### src/rtl/sevenseg_pkg.sv
// rtl/sevenseg_pkg.sv - shared seven-segment constants, dwell class and helpers
//
// Segment patterns are active-low, seg[6:0] = a..g. Used by the receive-side
// decoder (sevenseg_demux) and the display encoder.
//   SEG_0..SEG_F   legal hex glyphs
//   SEG_BLANK      all segments off (legal, captured as a blank digit)
//   dwell_t        classification of one settled bus dwell
//   classify_dwell anode/legality -> dwell_t
//   anode_slot     index of the low anode bit
package sevenseg_pkg;

   localparam logic [6:0] SEG_0     = 7'b0000001;
   localparam logic [6:0] SEG_1     = 7'b1001111;
   localparam logic [6:0] SEG_2     = 7'b0010010;
   localparam logic [6:0] SEG_3     = 7'b0000110;
   localparam logic [6:0] SEG_4     = 7'b1001100;
   localparam logic [6:0] SEG_5     = 7'b0100100;
   localparam logic [6:0] SEG_6     = 7'b0100000;
   localparam logic [6:0] SEG_7     = 7'b0001111;
   localparam logic [6:0] SEG_8     = 7'b0000000;
   localparam logic [6:0] SEG_9     = 7'b0000100;
   localparam logic [6:0] SEG_A     = 7'b0001000;
   localparam logic [6:0] SEG_B     = 7'b1100000;
   localparam logic [6:0] SEG_C     = 7'b0110001;
   localparam logic [6:0] SEG_D     = 7'b1000010;
   localparam logic [6:0] SEG_E     = 7'b0110000;
   localparam logic [6:0] SEG_F     = 7'b0111000;
   localparam logic [6:0] SEG_BLANK = 7'b1111111;

   localparam logic [3:0] AN_NONE   = 4'b1111;

   typedef enum logic [1:0] {
      DW_IDLE   = 2'd0,
      DW_DIGIT  = 2'd1,
      DW_MULTI  = 2'd2,
      DW_BADSEG = 2'd3
   } dwell_t;

   function automatic dwell_t classify_dwell(input logic [3:0] an, input logic seg_legal);
      int     lit;
      dwell_t cls;
      lit = $countones(~an);
      if (lit == 0) begin
         cls = DW_IDLE;
      end else if (lit > 1) begin
         cls = DW_MULTI;
      end else if (seg_legal) begin
         cls = DW_DIGIT;
      end else begin
         cls = DW_BADSEG;
      end
      return cls;
   endfunction

   // Only meaningful when exactly one anode is low.
   function automatic logic [1:0] anode_slot(input logic [3:0] an);
      logic [1:0] idx;
      idx = 2'd0;
      for (int k = 0; k < 4; k++) begin
         if (!an[k]) begin
            idx = 2'(k);
         end
      end
      return idx;
   endfunction

endpackage

### src/rtl/sevenseg_demux_if.sv
// rtl/sevenseg_demux_if.sv - multiplexed seven-segment bus interface
//
// Signals (all active-low):
//   an[3:0]   anode enables
//   seg[6:0]  segments a..g
//   dp        decimal point
// Modports: master drives the bus (display driver), slave observes it (decoder).
interface sevenseg_demux_if;
   logic [3:0] an;
   logic [6:0] seg;
   logic       dp;

   modport master (output an, output seg, output dp);
   modport slave  (input an, input seg, input dp);
endinterface

### src/rtl/sevenseg_pattern_decode.sv
// rtl/sevenseg_pattern_decode.sv - combinational seven-segment glyph decoder
//
// Ports:
//   seg[6:0]     active-low segment pattern, a..g
//   legal        pattern is one of the 16 hex glyphs or all-off
//   blank        pattern is all-off
//   nibble[3:0]  hex value of the glyph (0 for blank or illegal)
module sevenseg_pattern_decode
   import sevenseg_pkg::*;
(
   input  logic [6:0] seg,
   output logic       legal,
   output logic       blank,
   output logic [3:0] nibble
);

   always_comb begin
      legal  = 1'b1;
      blank  = 1'b0;
      nibble = 4'h0;
      case (seg)
         SEG_0:     nibble = 4'h0;
         SEG_1:     nibble = 4'h1;
         SEG_2:     nibble = 4'h2;
         SEG_3:     nibble = 4'h3;
         SEG_4:     nibble = 4'h4;
         SEG_5:     nibble = 4'h5;
         SEG_6:     nibble = 4'h6;
         SEG_7:     nibble = 4'h7;
         SEG_8:     nibble = 4'h8;
         SEG_9:     nibble = 4'h9;
         SEG_A:     nibble = 4'hA;
         SEG_B:     nibble = 4'hB;
         SEG_C:     nibble = 4'hC;
         SEG_D:     nibble = 4'hD;
         SEG_E:     nibble = 4'hE;
         SEG_F:     nibble = 4'hF;
         SEG_BLANK: blank  = 1'b1;
         default:   legal  = 1'b0;
      endcase
   end

endmodule

### src/rtl/sevenseg_demux.sv
// rtl/sevenseg_demux.sv - receive-side decoder for a four-digit multiplexed seven-segment bus
//
// Samples the scanned bus through a two-flop synchronizer, waits for each dwell to
// settle, and rebuilds per-digit hex value, blank state and decimal point, reporting
// complete frames. Optional stale-display watchdog: define SEVENSEG_DEMUX_TIMEOUT_EN.
//
// Parameters:
//   SETTLE_CYCLES   identical samples needed before a dwell is evaluated (2..255)
//   TIMEOUT_CYCLES  watchdog period in clocks (watchdog build only)
// Ports:
//   clk, rst_n    system clock, asynchronous active-low reset
//   bus           sevenseg_demux_if.slave: an[3:0], seg[6:0], dp (active-low)
//   digit[15:0]   captured hex codes, nibble i belongs to anode i
//   blank[3:0]    digit i captured with all segments off
//   dp_on[3:0]    digit i captured with its decimal point lit
//   frame_pulse   one cycle when all four digits captured since the last pulse
//   err_pulse     one cycle on an illegal dwell
//   stale         watchdog flag, constant 0 without SEVENSEG_DEMUX_TIMEOUT_EN
module sevenseg_demux
   import sevenseg_pkg::*;
#(
   parameter int SETTLE_CYCLES  = 4,
   parameter int TIMEOUT_CYCLES = 1048576
) (
   input  logic            clk,
   input  logic            rst_n,
   sevenseg_demux_if.slave bus,
   output logic [15:0]     digit,
   output logic [3:0]      blank,
   output logic [3:0]      dp_on,
   output logic            frame_pulse,
   output logic            err_pulse,
   output logic            stale
);

   localparam logic [7:0]  SETTLE_MAX = 8'(SETTLE_CYCLES);
   localparam logic [7:0]  EVAL_AT    = 8'(SETTLE_CYCLES - 1);
   localparam logic [11:0] WORD_IDLE  = 12'hFFF;

   logic [11:0] sync1;
   logic [11:0] sync2;
   logic [11:0] prev_word;
   logic [7:0]  stable_cnt;
   logic        word_changed;
   logic        evaluate;

   logic [3:0]  w_an;
   logic [6:0]  w_seg;
   logic        w_dp;

   logic        pat_legal;
   logic        pat_blank;
   logic [3:0]  pat_nibble;

   dwell_t      dwell;
   logic [1:0]  slot;
   logic        capture;
   logic        dwell_err;
   logic        frame_done;
   logic [3:0]  seen;
   logic [3:0]  seen_next;

   assign {w_an, w_seg, w_dp} = sync2;

   // Synchronizer, previous-word register and stability counter.
   always_ff @(posedge clk or negedge rst_n) begin
      if (!rst_n) begin
         sync1      <= WORD_IDLE;
         sync2      <= WORD_IDLE;
         prev_word  <= WORD_IDLE;
         stable_cnt <= 8'd0;
      end else begin
         sync1     <= {bus.an, bus.seg, bus.dp};
         sync2     <= sync1;
         prev_word <= sync2;
         if (word_changed) begin
            stable_cnt <= 8'd0;
         end else if (stable_cnt != SETTLE_MAX) begin
            stable_cnt <= stable_cnt + 8'd1;
         end
      end
   end

   assign word_changed = (sync2 != prev_word);

   // The word in sync1 must also agree, so a dwell has to last SETTLE_CYCLES+2
   // bus clocks to be seen; shorter dwells drop out here without any report.
   // The counter passes EVAL_AT only once per dwell, so evaluation is single-shot.
   assign evaluate = !word_changed && (stable_cnt == EVAL_AT) && (sync1 == sync2);

   sevenseg_pattern_decode u_decode (
      .seg    (w_seg),
      .legal  (pat_legal),
      .blank  (pat_blank),
      .nibble (pat_nibble)
   );

   always_comb begin
      dwell      = classify_dwell(w_an, pat_legal);
      slot       = anode_slot(w_an);
      capture    = evaluate && (dwell == DW_DIGIT);
      dwell_err  = evaluate && ((dwell == DW_MULTI) || (dwell == DW_BADSEG));
      seen_next  = seen | (4'b0001 << slot);
      frame_done = capture && (seen_next == 4'b1111);
   end

`ifdef SEVENSEG_DEMUX_TIMEOUT_EN
   localparam int             WD_W       = $clog2(TIMEOUT_CYCLES) + 1;
   localparam logic [WD_W-1:0] WD_LAST    = WD_W'(TIMEOUT_CYCLES - 1);
   localparam logic [WD_W-1:0] WD_FIRE_AT = WD_W'(TIMEOUT_CYCLES - 2);

   logic [WD_W-1:0] wd_cnt;
   logic            wd_fire;

   // Fires on the clock where the counter steps onto its last value.
   assign wd_fire = !capture && (wd_cnt == WD_FIRE_AT);

   always_ff @(posedge clk or negedge rst_n) begin
      if (!rst_n) begin
         wd_cnt <= '0;
         stale  <= 1'b0;
      end else if (capture) begin
         wd_cnt <= '0;
         stale  <= 1'b0;
      end else if (wd_cnt != WD_LAST) begin
         wd_cnt <= wd_cnt + WD_W'(1);
         if (wd_fire) begin
            stale <= 1'b1;
         end
      end
   end
`else
   assign stale = 1'b0;
`endif

   // Capture registers and frame tracking.
   always_ff @(posedge clk or negedge rst_n) begin
      if (!rst_n) begin
         digit       <= 16'h0000;
         blank       <= 4'b1111;
         dp_on       <= 4'b0000;
         seen        <= 4'b0000;
         frame_pulse <= 1'b0;
         err_pulse   <= 1'b0;
      end else begin
         frame_pulse <= frame_done;
         err_pulse   <= dwell_err;
         if (capture) begin
            digit[{slot, 2'b00} +: 4] <= pat_nibble;
            blank[slot]               <= pat_blank;
            dp_on[slot]               <= ~w_dp;
            seen                      <= frame_done ? 4'b0000 : seen_next;
         end
`ifdef SEVENSEG_DEMUX_TIMEOUT_EN
         else if (wd_fire) begin
            blank <= 4'b1111;
            seen  <= 4'b0000;
         end
`endif
      end
   end

endmodule

### src/flat_wrapper.sv
// flat-port wrapper written by rule: the top's interface ports become plain ports
module sevenseg_demux_flat import sevenseg_pkg::*;
#(
   parameter int SETTLE_CYCLES  = 4,
   parameter int TIMEOUT_CYCLES = 1048576
)
  (clk, rst_n, digit, blank, dp_on, frame_pulse, err_pulse, stale, bus_an, bus_seg, bus_dp);
  sevenseg_demux_if bus_i ();
  input  logic clk;
  input  logic rst_n;
  output logic [15:0] digit;
  output logic [3:0] blank;
  output logic [3:0] dp_on;
  output logic frame_pulse;
  output logic err_pulse;
  output logic stale;
  input wire logic [$bits(bus_i.an)-1:0] bus_an;
  input wire logic [$bits(bus_i.seg)-1:0] bus_seg;
  input wire logic [$bits(bus_i.dp)-1:0] bus_dp;
  assign bus_i.an = bus_an;
  assign bus_i.seg = bus_seg;
  assign bus_i.dp = bus_dp;
  sevenseg_demux #(.SETTLE_CYCLES(SETTLE_CYCLES), .TIMEOUT_CYCLES(TIMEOUT_CYCLES)) u_core (.clk(clk), .rst_n(rst_n), .bus(bus_i), .digit(digit), .blank(blank), .dp_on(dp_on), .frame_pulse(frame_pulse), .err_pulse(err_pulse), .stale(stale));
endmodule
### config.mk
export PLATFORM = sky130hd
export DESIGN_NAME = sevenseg_demux_flat
export DESIGN_NICKNAME = d
export VERILOG_FILES = /design/src/rtl/sevenseg_pkg.sv /design/src/rtl/sevenseg_demux_if.sv /design/src/rtl/sevenseg_pattern_decode.sv /design/src/rtl/sevenseg_demux.sv /design/src/flat_wrapper.sv
export SDC_FILE = /design/constraint.sdc
export NUM_CORES = 1
export LEC_CHECK = 0
export CAP_MARGIN = 40
export CORE_UTILIZATION = 55
export DETAILED_ROUTE_END_ITERATION = 8
export HOLD_SLACK_MARGIN = 0.08
export PLACE_DENSITY = 0.89
export SLEW_MARGIN = 20
export SYNTH_ARGS = -nofsm -noshare
export SYNTH_HDL_FRONTEND = slang
export SYNTH_SLANG_ARGS = --single-unit
### constraint.sdc
create_clock -name clk -period 4.7 [get_ports clk]
set_input_delay 0.94 -clock clk [delete_from_list [all_inputs] [get_ports clk]]
set_output_delay 0.94 -clock clk [all_outputs]
set_load 0.005 [all_outputs]
==> flow_summary.toml, run 1 <==
[pwr]
pwr-share-seq_pct = 54.1
p_comb_share_pct = 7.3
p_int_mw = 0.990
vdd_ir_drop_max_mv = 0.230
p_per_area_mw_per_mm2 = 309
p_leak_nw = 1.74
clockPowerShare_pct = 38.7
switching_share_pct = 22.5
p_sw_mw = 0.288

[critical_path]
slowest_stage = "dfstp_2"
critical_path.cell_chain = "inv_1 > ha_1 > ha_1 > inv_1 > fa_1 > nand3_1 > nor4_4 > and4_1 > mux2_4"
critPathKind = "flip-flop to flip-flop"
cp.required_ns = 4.93
critPathBufInv = 2
startpoint_type = "flip-flop"
path_max_fanout = 7
crit_family = "simple AND/OR/NAND/NOR gates"
critPathCaptureType = "flip-flop"
max_stage_delay_ns = 0.62
crit_arrival_ns = 3.48

[routing]
drt_wl_total_um = 6490
firstDrtPassIters = 4
drc = 0
avgViaCountPerCell = 5.71
drtIter0Drc = 118
drt.antenna.violating_nets = 0
via_count = 2377
wl_per_cell_um = 15.6

[clocking]
cts_resized = 0
cts_buffers = 9
cts.sinks = 74
cts_hold_buf = 0
cts_tree = "yes"
clk_pin_slew_worst_paths_ns = 0.07
clock_latency_ns = 0.34
cts_root_buf = "clkbuf_8"
post-cts-setup-buffers = 0
htree_levels = 3
cts_buffer_depth = 2

[logic_synthesis]
dominantRegCellSynth = "dfstp_2"
synth-xor-area-share_pct = 7.46
syn-num-nets = 322
ys_types = 50
ys_warn_count = 0
synth.cell_area_sq_mm = 0.00352
async_flop_share_pct = 100
postSynthAreaPerCell_sq_um = 11.8
ys_ff_latch = 74
synthAdderAreaFrac_pct = 3.41
syn-instance-count = 299
synth_edf_count = 0
synth-seq-area-share_pct = 54.0
synth_top_family_by_area = "simple AND/OR/NAND/NOR gates"
synth-simple-area-share_pct = 17.3
synth_compound_gate_area_share_pct = 5.08
synthMuxAreaShare_pct = 8.24

[sta]
rsz0062_at_grt = "no"
fmax_mhz = 308
worst_slack_ns = 1.45
hold_violations = 0
worstMarginPinSlew_ns = 0.708
period_share_pct = 69.2
period_minus_slack_ns = 3.25
slew_violations = 0
tns_ns = 0
slew_headroom_pct = 52.5
skew_ns = 0.00755
setup_viol = 0

[finish]
fill_cells = 446
n_antenna_cell = 0
fin_nets = 359
area_growth_pct = 17.6
drive_gt1_share_pct = 24.0
fin_util_pct = 68.4
regArea_sq_mm = 0.00190
multiInputGateArea_sq_mm = 0.00146

[floorplanning]
die_w_um = 82.0
core_sq_mm = 0.00606
placementRows = 28
dieHeight_um = 82.0
ioPinCount = 41
die_area_sq_mm = 0.00673
initial_core_util_pct = 58.1

[placement]
place_ws_ns = 1.45
place.port_buffers = 39
globalplace.congestion = 0.867
dpl.hpwl_um = 4770

[global_route]
grt_overflow = 0
grt_pass1_vias = 2392
track_usage_pct = 22.5
grt_antenna_before_repair = 0
grt_first_pass_wirelength_um = 11000
grt_max_degree = 43

[outcome]
outcome = "completed"

[job]
max_cap_violations = 0

[worst_hold_path]
min_path_type = "flip-flop to flip-flop"
-- metal layers --
metal	GRT usage, %	part of all wire (%)	vias to the layer above
met5	0	0	-
met4	9.82	1.8	0
met3	6.67	4.4	12
met2	38.1	51	70
met1	26.3	42	1196
li1	-	-	1099
-- cells in the final DEF, fill, tap and decap left out, types with 8 or more instances in the layout --
master           netlist  layout
dfstp_2               40      40
nor2_1                23      23
xnor2_1               18      18
nand3_1                8       8
dfrtp_1               34      34
clkdlybuf4s50_1        0      38
mux2i_1                8       8
nor3_1                 9       9
nand2_1                8       8
xor2_1                12      12
ha_1                   8       8
clkbuf_8               0      13
inv_1                 21      21
mux2_2                12      12
-- logic make-up (layout without fill, tap and decap cells) --
kind of cell | Yosys count | in the layout
buffers and inverters | 35 | 77
XOR/XNOR | 30 | 30
other | 1 | 1
flip-flops | 74 | 74
AND/OR/NAND/NOR | 98 | 98
multiplexers | 25 | 25
AO/OA/AOI/OAI | 27 | 27
adder cells (fa/ha/maj) | 9 | 9
-- cells in the mapped netlist, types with 4 or more instances --
library cell,count,area [sq um]
a21oi_1,6,30.0
and3_1,5,31.3
buf_2,5,25.0
clkbuf_1,6,22.5
dfrtp_1,34,851
dfstp_2,40,1050
ha_1,8,100
inv_1,21,78.8
mux2_2,12,135
mux2_4,5,75.1
mux2i_1,8,80.1
nand2_1,8,30.0
nand2b_1,4,25.0
nand3_1,8,40.0
nand3b_1,4,30.0
nand4_1,5,31.3
nor2_1,23,86.3
nor3_1,9,45.0
nor4_1,4,25.0
nor4b_1,5,43.8
o21ai_0,6,30.0
xnor2_1,18,158
xor2_1,12,105
-- power by group through the flow --
stage               Combinational (mW)  Clock [mW]  Sequential, mW
finish                          0.0930       0.494           0.691
global route                     0.104       0.534           0.694
CTS                             0.0947       0.510           0.691
detailed placement              0.0939           0           0.701
global placement                0.0904           0           0.699
floorplan                       0.0689           0           0.687
-- registers in the layout (all words and copies together) (netlist names) --
| signal | count |
|---|---|
| u_core.stable_cnt | 8 |
| u_core.err_pulse | 1 |
| u_core.digit | 16 |
| u_core.dp_on | 4 |
| u_core.sync1 | 12 |
| u_core.frame_pulse | 1 |
| u_core.sync2 | 12 |
| u_core.seen | 4 |
| u_core.prev_word | 12 |
| u_core.blank | 4 |
-- worst reg2reg max path, stage by stage (launching register included) --
cell	delay, ns
dfstp_2	0.62
inv_1	0.12
ha_1	0.29
ha_1	0.13
inv_1	0.05
fa_1	0.51
nand3_1	0.16
nor4_4	0.42
and4_1	0.49
mux2_4	0.34
-- layout make-up --
cell class / instances / area share [%]
multi-input combinational: 190 / 35.3
clock buffer: 16 / 5.10
tap: 75 / 2.27
timing repair buffer: 40 / 9.48
inverter: 21 / 1.90
sequential: 74 / 45.9
-- worst paths after layout --
kind	start	slack [ns]	cells after the start	end
worst max-delay path	u_core.sync2[11]$_DFF_PN1_	1.45	9	u_core.digit[2]$_DFFE_PN0P_
worst min-delay path	u_core.sync1[3]$_DFF_PN1_	0.37	0	u_core.sync2[3]$_DFF_PN1_
worst max register to register	u_core.sync2[11]$_DFF_PN1_	1.45	9	u_core.digit[2]$_DFFE_PN0P_
worst min register to register	u_core.sync1[3]$_DFF_PN1_	0.37	0	u_core.sync2[3]$_DFF_PN1_
max in group asynchronous	rst_n	3.07	2	u_core.prev_word[10]$_DFF_PN1_
min in group asynchronous	rst_n	0.64	1	u_core.digit[7]$_DFFE_PN0P_
-- through the flow --
step / hold slack (ns) / total power [mW] / area [sq um] / instances
after floorplan: 0.352 / 0.756 / 3520 / 299
after global placement: 0.362 / 0.790 / 3930 / 400
after detailed placement: 0.364 / 0.795 / 3930 / 400
after CTS: 0.373 / 1.30 / 4140 / 416
after global routing: 0.378 / 1.33 / 4140 / 416
final: 0.372 / 1.28 / 4140 / 416
Power figures use the tool's default switching activity.
==> inputs of run 2 (changes only) <==
CORE_UTILIZATION = 50   (was 55)
PLACE_DENSITY = 0.85   (was 0.89)
clock period = 2.7 ns   (was 4.7 ns; I/O delays follow)
==> run 2 against run 1 <==
Sequential power increased by 72%; cell count increased by 12%; fmax increased by 20%; worst hold slack got worse by 0.20 ns.
==> flow_summary.toml, run 2 (same netlist as run 1, synthesis figures left out) <==
[global_route]
grt_max_degree = 75
track_usage_pct = 21.1
grt_antenna_before_repair = 0
grt_first_pass_wirelength_um = 11800
grt_overflow = 0
grt_pass1_vias = 2471

[finish]
final_cell_mix = "dfstp_2 (40), clkdlybuf4s50_1 (38), dfrtp_1 (34)"
drive_gt1_share_pct = 33.4
fin_nets = 386
largest_register_ffs = 16
layout_commonest_cell = "dfstp_2"
fill_cells = 534
final_cells = 464
fin_util_pct = 65.7
largest_register = "u_core.digit"
n_antenna_cell = 0
final_area_sq_mm = 0.00446
area_growth_pct = 26.7

[critical_path]
reg2reg_from = "u_core.sync2[10]$_DFF_PN1_"
critPathKind = "flip-flop to flip-flop"
critPathCaptureType = "flip-flop"
r2r_cells = 10
path_max_fanout = 7
startpoint_type = "flip-flop"
crit_arrival_ns = 2.94
r2r_end = "u_core.digit[3]$_DFFE_PN0P_"
cp.required_ns = 2.94
r2r_slack_ns = 0.0008

[floorplanning]
dieHeight_um = 85.9
die_area_sq_mm = 0.00738
initial_core_util_pct = 51.8
placementRows = 30
core_sq_mm = 0.00679
die_w_um = 85.9
ioPinCount = 41

[clocking]
cts_hold_buf = 0
cts_buffers = 9
htree_levels = 3
clk_pin_slew_worst_paths_ns = 0.08
cts_buffer_depth = 2
cts.sinks = 74
clock_latency_ns = 0.36
cts_tree = "yes"
cts_root_buf = "clkbuf_8"

[sta]
setup_viol = 0
period_minus_slack_ns = 2.70
worstMarginPinSlew_ns = 0.575
fmax_mhz = 370
slew_headroom_pct = 61.4
whs_ns = 0.169
rsz0062_at_grt = "yes"
skew_ns = 0.00951
hold_violations = 0
period_share_pct = 100
slew_violations = 0

[routing]
via_count = 2444
avgViaCountPerCell = 5.27
drc = 0
wl_per_cell_um = 15.4
drt_wl_total_um = 7140
firstDrtPassIters = 4
drtIter0Drc = 116
drt.antenna.violating_nets = 0

[pwr]
p_leak_nw = 1.88
vdd_ir_drop_max_mv = 0.375
power.total_mw = 2.28
p_per_area_mw_per_mm2 = 511

[job]
max_cap_violations = 0

[worst_hold_path]
min_path_type = "primary input to asynchronous set/reset pin"

[placement]
post_dp_cell_area_sq_mm = 0.00414
place.port_buffers = 39
globalplace.congestion = 0.862
dpl.hpwl_um = 5020
placed_cells = 440

[outcome]
outcome = "completed"
-- run 2: cell types whose count changed in the layout (fill, tap and decap cells not counted), moves of 3 or more --
cell,change
ha_4,+3
clkbuf_8,-3
ha_1,-3
inv_1,-5
buf_4,+25
inv_2,+3
clkinv_2,+3
-- run 2: metrics by stage --
stage | setup slack [ns] | setup TNS, ns
floorplan | 0.00587 | 0
global placement | 0.110 | 0
detailed placement | 0.0179 | 0
CTS | 0.0120 | 0
global route | -0.0635 | -0.268
finish | 0.000761 | 0
-- run 2: timing repair --
item	4_1_cts	5_1_grt
resized for setup	1	12
setup endpoints to repair	2	19
pin swaps	0	2
buffers inserted	0	8
-- run 2: worst max path at each step --
stage / start / end / slack [ns] / cells past startpoint
final: u_core.sync2[10]$_DFF_PN1_ / u_core.digit[3]$_DFFE_PN0P_ / 0.0008 / 10
after global routing: u_core.sync2[10]$_DFF_PN1_ / u_core.digit[3]$_DFFE_PN0P_ / -0.06 / 10
after CTS: u_core.sync2[9]$_DFF_PN1_ / u_core.digit[0]$_DFFE_PN0P_ / 0.01 / 10
after detailed placement: u_core.sync2[4]$_DFF_PN1_ / u_core.digit[12]$_DFFE_PN0P_ / 0.02 / 7
after global placement: u_core.sync2[7]$_DFF_PN1_ / u_core.digit[2]$_DFFE_PN0P_ / 0.11 / 7
after floorplan: u_core.sync2[11]$_DFF_PN1_ / u_core.digit[0]$_DFFE_PN0P_ / 0.006 / 10
-- run 2: report_power, final --
part	leakage, nW	switching (mW)	internal [mW]
Clock	0.103	0.407	0.449
Sequential	0.895	0.0320	1.16
Combinational	0.886	0.124	0.109
Total	1.88	0.563	1.72
-- run 2: critical path: stages, from the launching register on --
cell and delay, ns:
dfstp_2 0.57, inv_4 0.05, ha_4 0.26, ha_4 0.12
inv_2 0.03, fa_2 0.56, nand3_4 0.11, nor4_4 0.18
and4_1 0.24, buf_6 0.15, mux2_4 0.30
-- run 2: layout make-up --
cell class / instances / area [sq um] / share of cell area [%]
Clock buffer: 11 / 141 / 3.17
Sequential cell: 74 / 1900 / 42.6
Clock inverter: 5 / 53.8 / 1.21
Tap cell: 96 / 120 / 2.69
Multi-Input combinational cell: 190 / 1550 / 34.7
Inverter: 21 / 83.8 / 1.88
Timing Repair Buffer: 67 / 612 / 13.7
-- run 2: routing by layer --
metal	vias up	routed length, um	part of all wire (%)	global-route usage (%)
li1	1159	-	-	-
met1	1204	3090	43	26.7
met2	67	3630	51	34.3
met3	14	284	4.0	5.29
met4	0	138	1.9	9.24
met5	-	0	0	0
==> inputs of run 3 (changes only) <==
SYNTH_HIERARCHICAL = 1   (was unset)
==> run 3 against run 2 <==
Global-route usage increased by 0.59 points; the flow now finishes with violations (setup timing); area after synthesis down 1.4%; sequential power barely moved; total power down 1.3%; via count rose by 5.0%; worst setup slack lost 0.027 ns; first-iteration DRC count is 41% higher; register-to-register slack got worse by 0.03 ns; sequential share of layout area down 0.47 points; wire length up 5.1%; synthesized cell count is 2.3% lower; count of clock-buffer cells in the layout grew 2.
==> flow_summary.toml, run 3 <==
[logic_synthesis]
yosys-top-cells-area = "dfstp_2 (30%), dfrtp_1 (24%), xnor2_1 (5.5%)"
synth.top_cell.area_share_pct = 30.3
ys_types = 53
syn-num-nets = 312
ys_ff_latch = 74
syn-instance-count = 292
synth_top_area_cell = "dfstp_2"
postSynthAreaPerCell_sq_um = 11.9
dominantRegCellSynth = "dfstp_2"
synth_edf_count = 0
ys_warn_count = 6
synth.cell_area_sq_mm = 0.00347
synth_common_cells = "dfstp_2 (40), dfrtp_1 (34), xnor2_1 (22)"
synth-seq-area-share_pct = 54.8
async_flop_share_pct = 100
synth.most_common_cell = "dfstp_2"

[critical_path]
r2r_slack_ns = -0.03
critPathCaptureType = "flip-flop"
reg2reg_from = "u_core/sync2[9]$_DFF_PN1_"
critPathKind = "flip-flop to flip-flop"
startpoint = "u_core/sync2[9]$_DFF_PN1_"
r2r_end = "u_core/digit[1]$_DFFE_PN0P_"
crit_end = "u_core/digit[1]$_DFFE_PN0P_"
startpoint_type = "flip-flop"
r2r_cells = 10
path_max_fanout = 6
cp.required_ns = 2.92
crit_arrival_ns = 2.94

[finish]
largest_register = "u_core/digit"
drive_gt1_share_pct = 36.2
final_cells = 456
final_cell_mix = "dfstp_2 (40), buf_4 (40), clkdlybuf4s50_1 (38)"
largest_register_ffs = 16
final_area_sq_mm = 0.00451
area_growth_pct = 29.9
n_antenna_cell = 0
fin_nets = 391

[sta]
worst_slack_ns = -0.0261
setup_viol = 4
rsz0062_at_grt = "yes"
fmax_mhz = 367
skew_ns = 0.0107
hold_violations = 0
period_share_pct = 101
slew_violations = 0
period_minus_slack_ns = 2.73

[global_route]
grt_first_pass_wirelength_um = 12000
grt_max_degree = 28
grt_antenna_before_repair = 0
grt_pass1_vias = 2498
grt_overflow = 0
track_usage_pct = 21.7

[placement]
post_dp_cell_area_sq_mm = 0.00416
placed_cells = 430
place.port_buffers = 39
globalplace.congestion = 0.880
dpl.hpwl_um = 5270

[clocking]
cts_tree = "yes"
clk_pin_slew_worst_paths_ns = 0.08
cts_buffer_depth = 2
cts_hold_buf = 0
cts_root_buf = "clkbuf_8"
clock_latency_ns = 0.34
htree_levels = 3
cts.sinks = 74
cts_buffers = 9

[routing]
drt.antenna.violating_nets = 0
drc = 0
drt_wl_total_um = 7510
wl_per_cell_um = 16.5
avgViaCountPerCell = 5.63
via_count = 2566
drtIter0Drc = 164
firstDrtPassIters = 4

[pwr]
switching_share_pct = 23.5
p_leak_nw = 1.87
clockPowerShare_pct = 36.7
pwr-share-seq_pct = 52.8
p_per_area_mw_per_mm2 = 499
power.total_mw = 2.25
p_int_mw = 1.72
vdd_ir_drop_max_mv = 0.343
p_comb_share_pct = 10.5
p_sw_mw = 0.528

[worst_hold_path]
min_path_type = "primary input to asynchronous set/reset pin"

[floorplanning]
initial_core_util_pct = 51.4
core_sq_mm = 0.00676
dieHeight_um = 85.3
die_area_sq_mm = 0.00728
placementRows = 30
die_w_um = 85.3
ioPinCount = 41

[job]
max_cap_violations = 0

[outcome]
outcome = "complete, but fails checks"
violations = "setup timing"
run 3: what timing repair did:
item	CTS	global route
gates resized for setup	6	16
buffers inserted	2	8
pin swaps	2	5
setup endpoints to repair	24	28
run 3: worst min path at each step:
stage / end / slack [ns] / depth (start not counted) / start
CTS: u_core/digit[11]$_DFFE_PN0P_ / 0.14 / 1 / rst_n
floorplan: u_core/digit[0]$_DFFE_PN0P_ / 0.24 / 0 / rst_n
global route: u_core/digit[6]$_DFFE_PN0P_ / 0.17 / 1 / rst_n
finish: u_core/digit[6]$_DFFE_PN0P_ / 0.14 / 1 / rst_n
detailed placement: u_core/sync2[10]$_DFF_PN1_ / 0.36 / 0 / u_core/sync1[10]$_DFF_PN1_
global placement: u_core/sync2[3]$_DFF_PN1_ / 0.36 / 0 / u_core/sync1[3]$_DFF_PN1_
run 3: critical path, stage by stage, from the launching register on:
cell     delay [ns]
dfstp_2        0.56
fa_1           0.40
inv_1          0.07
ha_2           0.18
inv_2          0.05
ha_4           0.27
nor3_4         0.05
or4_4          0.43
nor3_4         0.16
buf_12         0.14
mux2_4         0.30
run 3: logic make-up after synthesis:
| group | share of synthesized area, % |
|---|---|
| AO/OA/AOI/OAI | 5.44 |
| XOR/XNOR | 7.82 |
| adder cells (fa/ha/maj) | 2.38 |
| buffers and inverters | 4.54 |
| flip-flops | 54.8 |
| multiplexers | 7.82 |
| other | 0.108 |
| AND/OR/NAND/NOR | 17.1 |
run 3: per-stage QoR:
step / hold slack [ns] / TNS [ns] / worst slack (ns) / utilization (%)
after detailed placement: 0.364 / -0.561 / -0.0743 / 61.5
final: 0.145 / -0.0612 / -0.0261 / 66.8
after CTS: 0.143 / -0.0539 / -0.0199 / 64.9
after global placement: 0.363 / -0.0242 / -0.00635 / 61.5
after floorplan: 0.244 / -0.489 / -0.106 / -
after global routing: 0.173 / -1.42 / -0.110 / 66.8
run 3: layout make-up:
cell class	instances	area [sq um]
timing repair buffer	84	751
multi-input combinational	187	1510
fill	487	2240
clock inverter	3	40.0
tap	80	100
sequential	74	1900
clock buffer	13	149
inverter	15	56.3
run 3: metal layers:
layer | track usage (%) | routed length, um | vias up
li1 | - | - | 1178
met1 | 28.7 | 3360 | 1294
met2 | 35.0 | 3740 | 79
met3 | 3.70 | 271 | 15
met4 | 10.5 | 142 | 0
met5 | 0 | 0 | -
run 3: power by group through the flow:
stage | logic [mW] | registers [mW] | clock network [mW]
2_1_floorplan | 0.111 | 1.20 | 0
3_5_place_dp | 0.196 | 1.21 | 0
6_report | 0.237 | 1.19 | 0.826
3_3_place_gp | 0.193 | 1.20 | 0
5_1_grt | 0.257 | 1.19 | 0.887
4_1_cts | 0.208 | 1.19 | 0.850
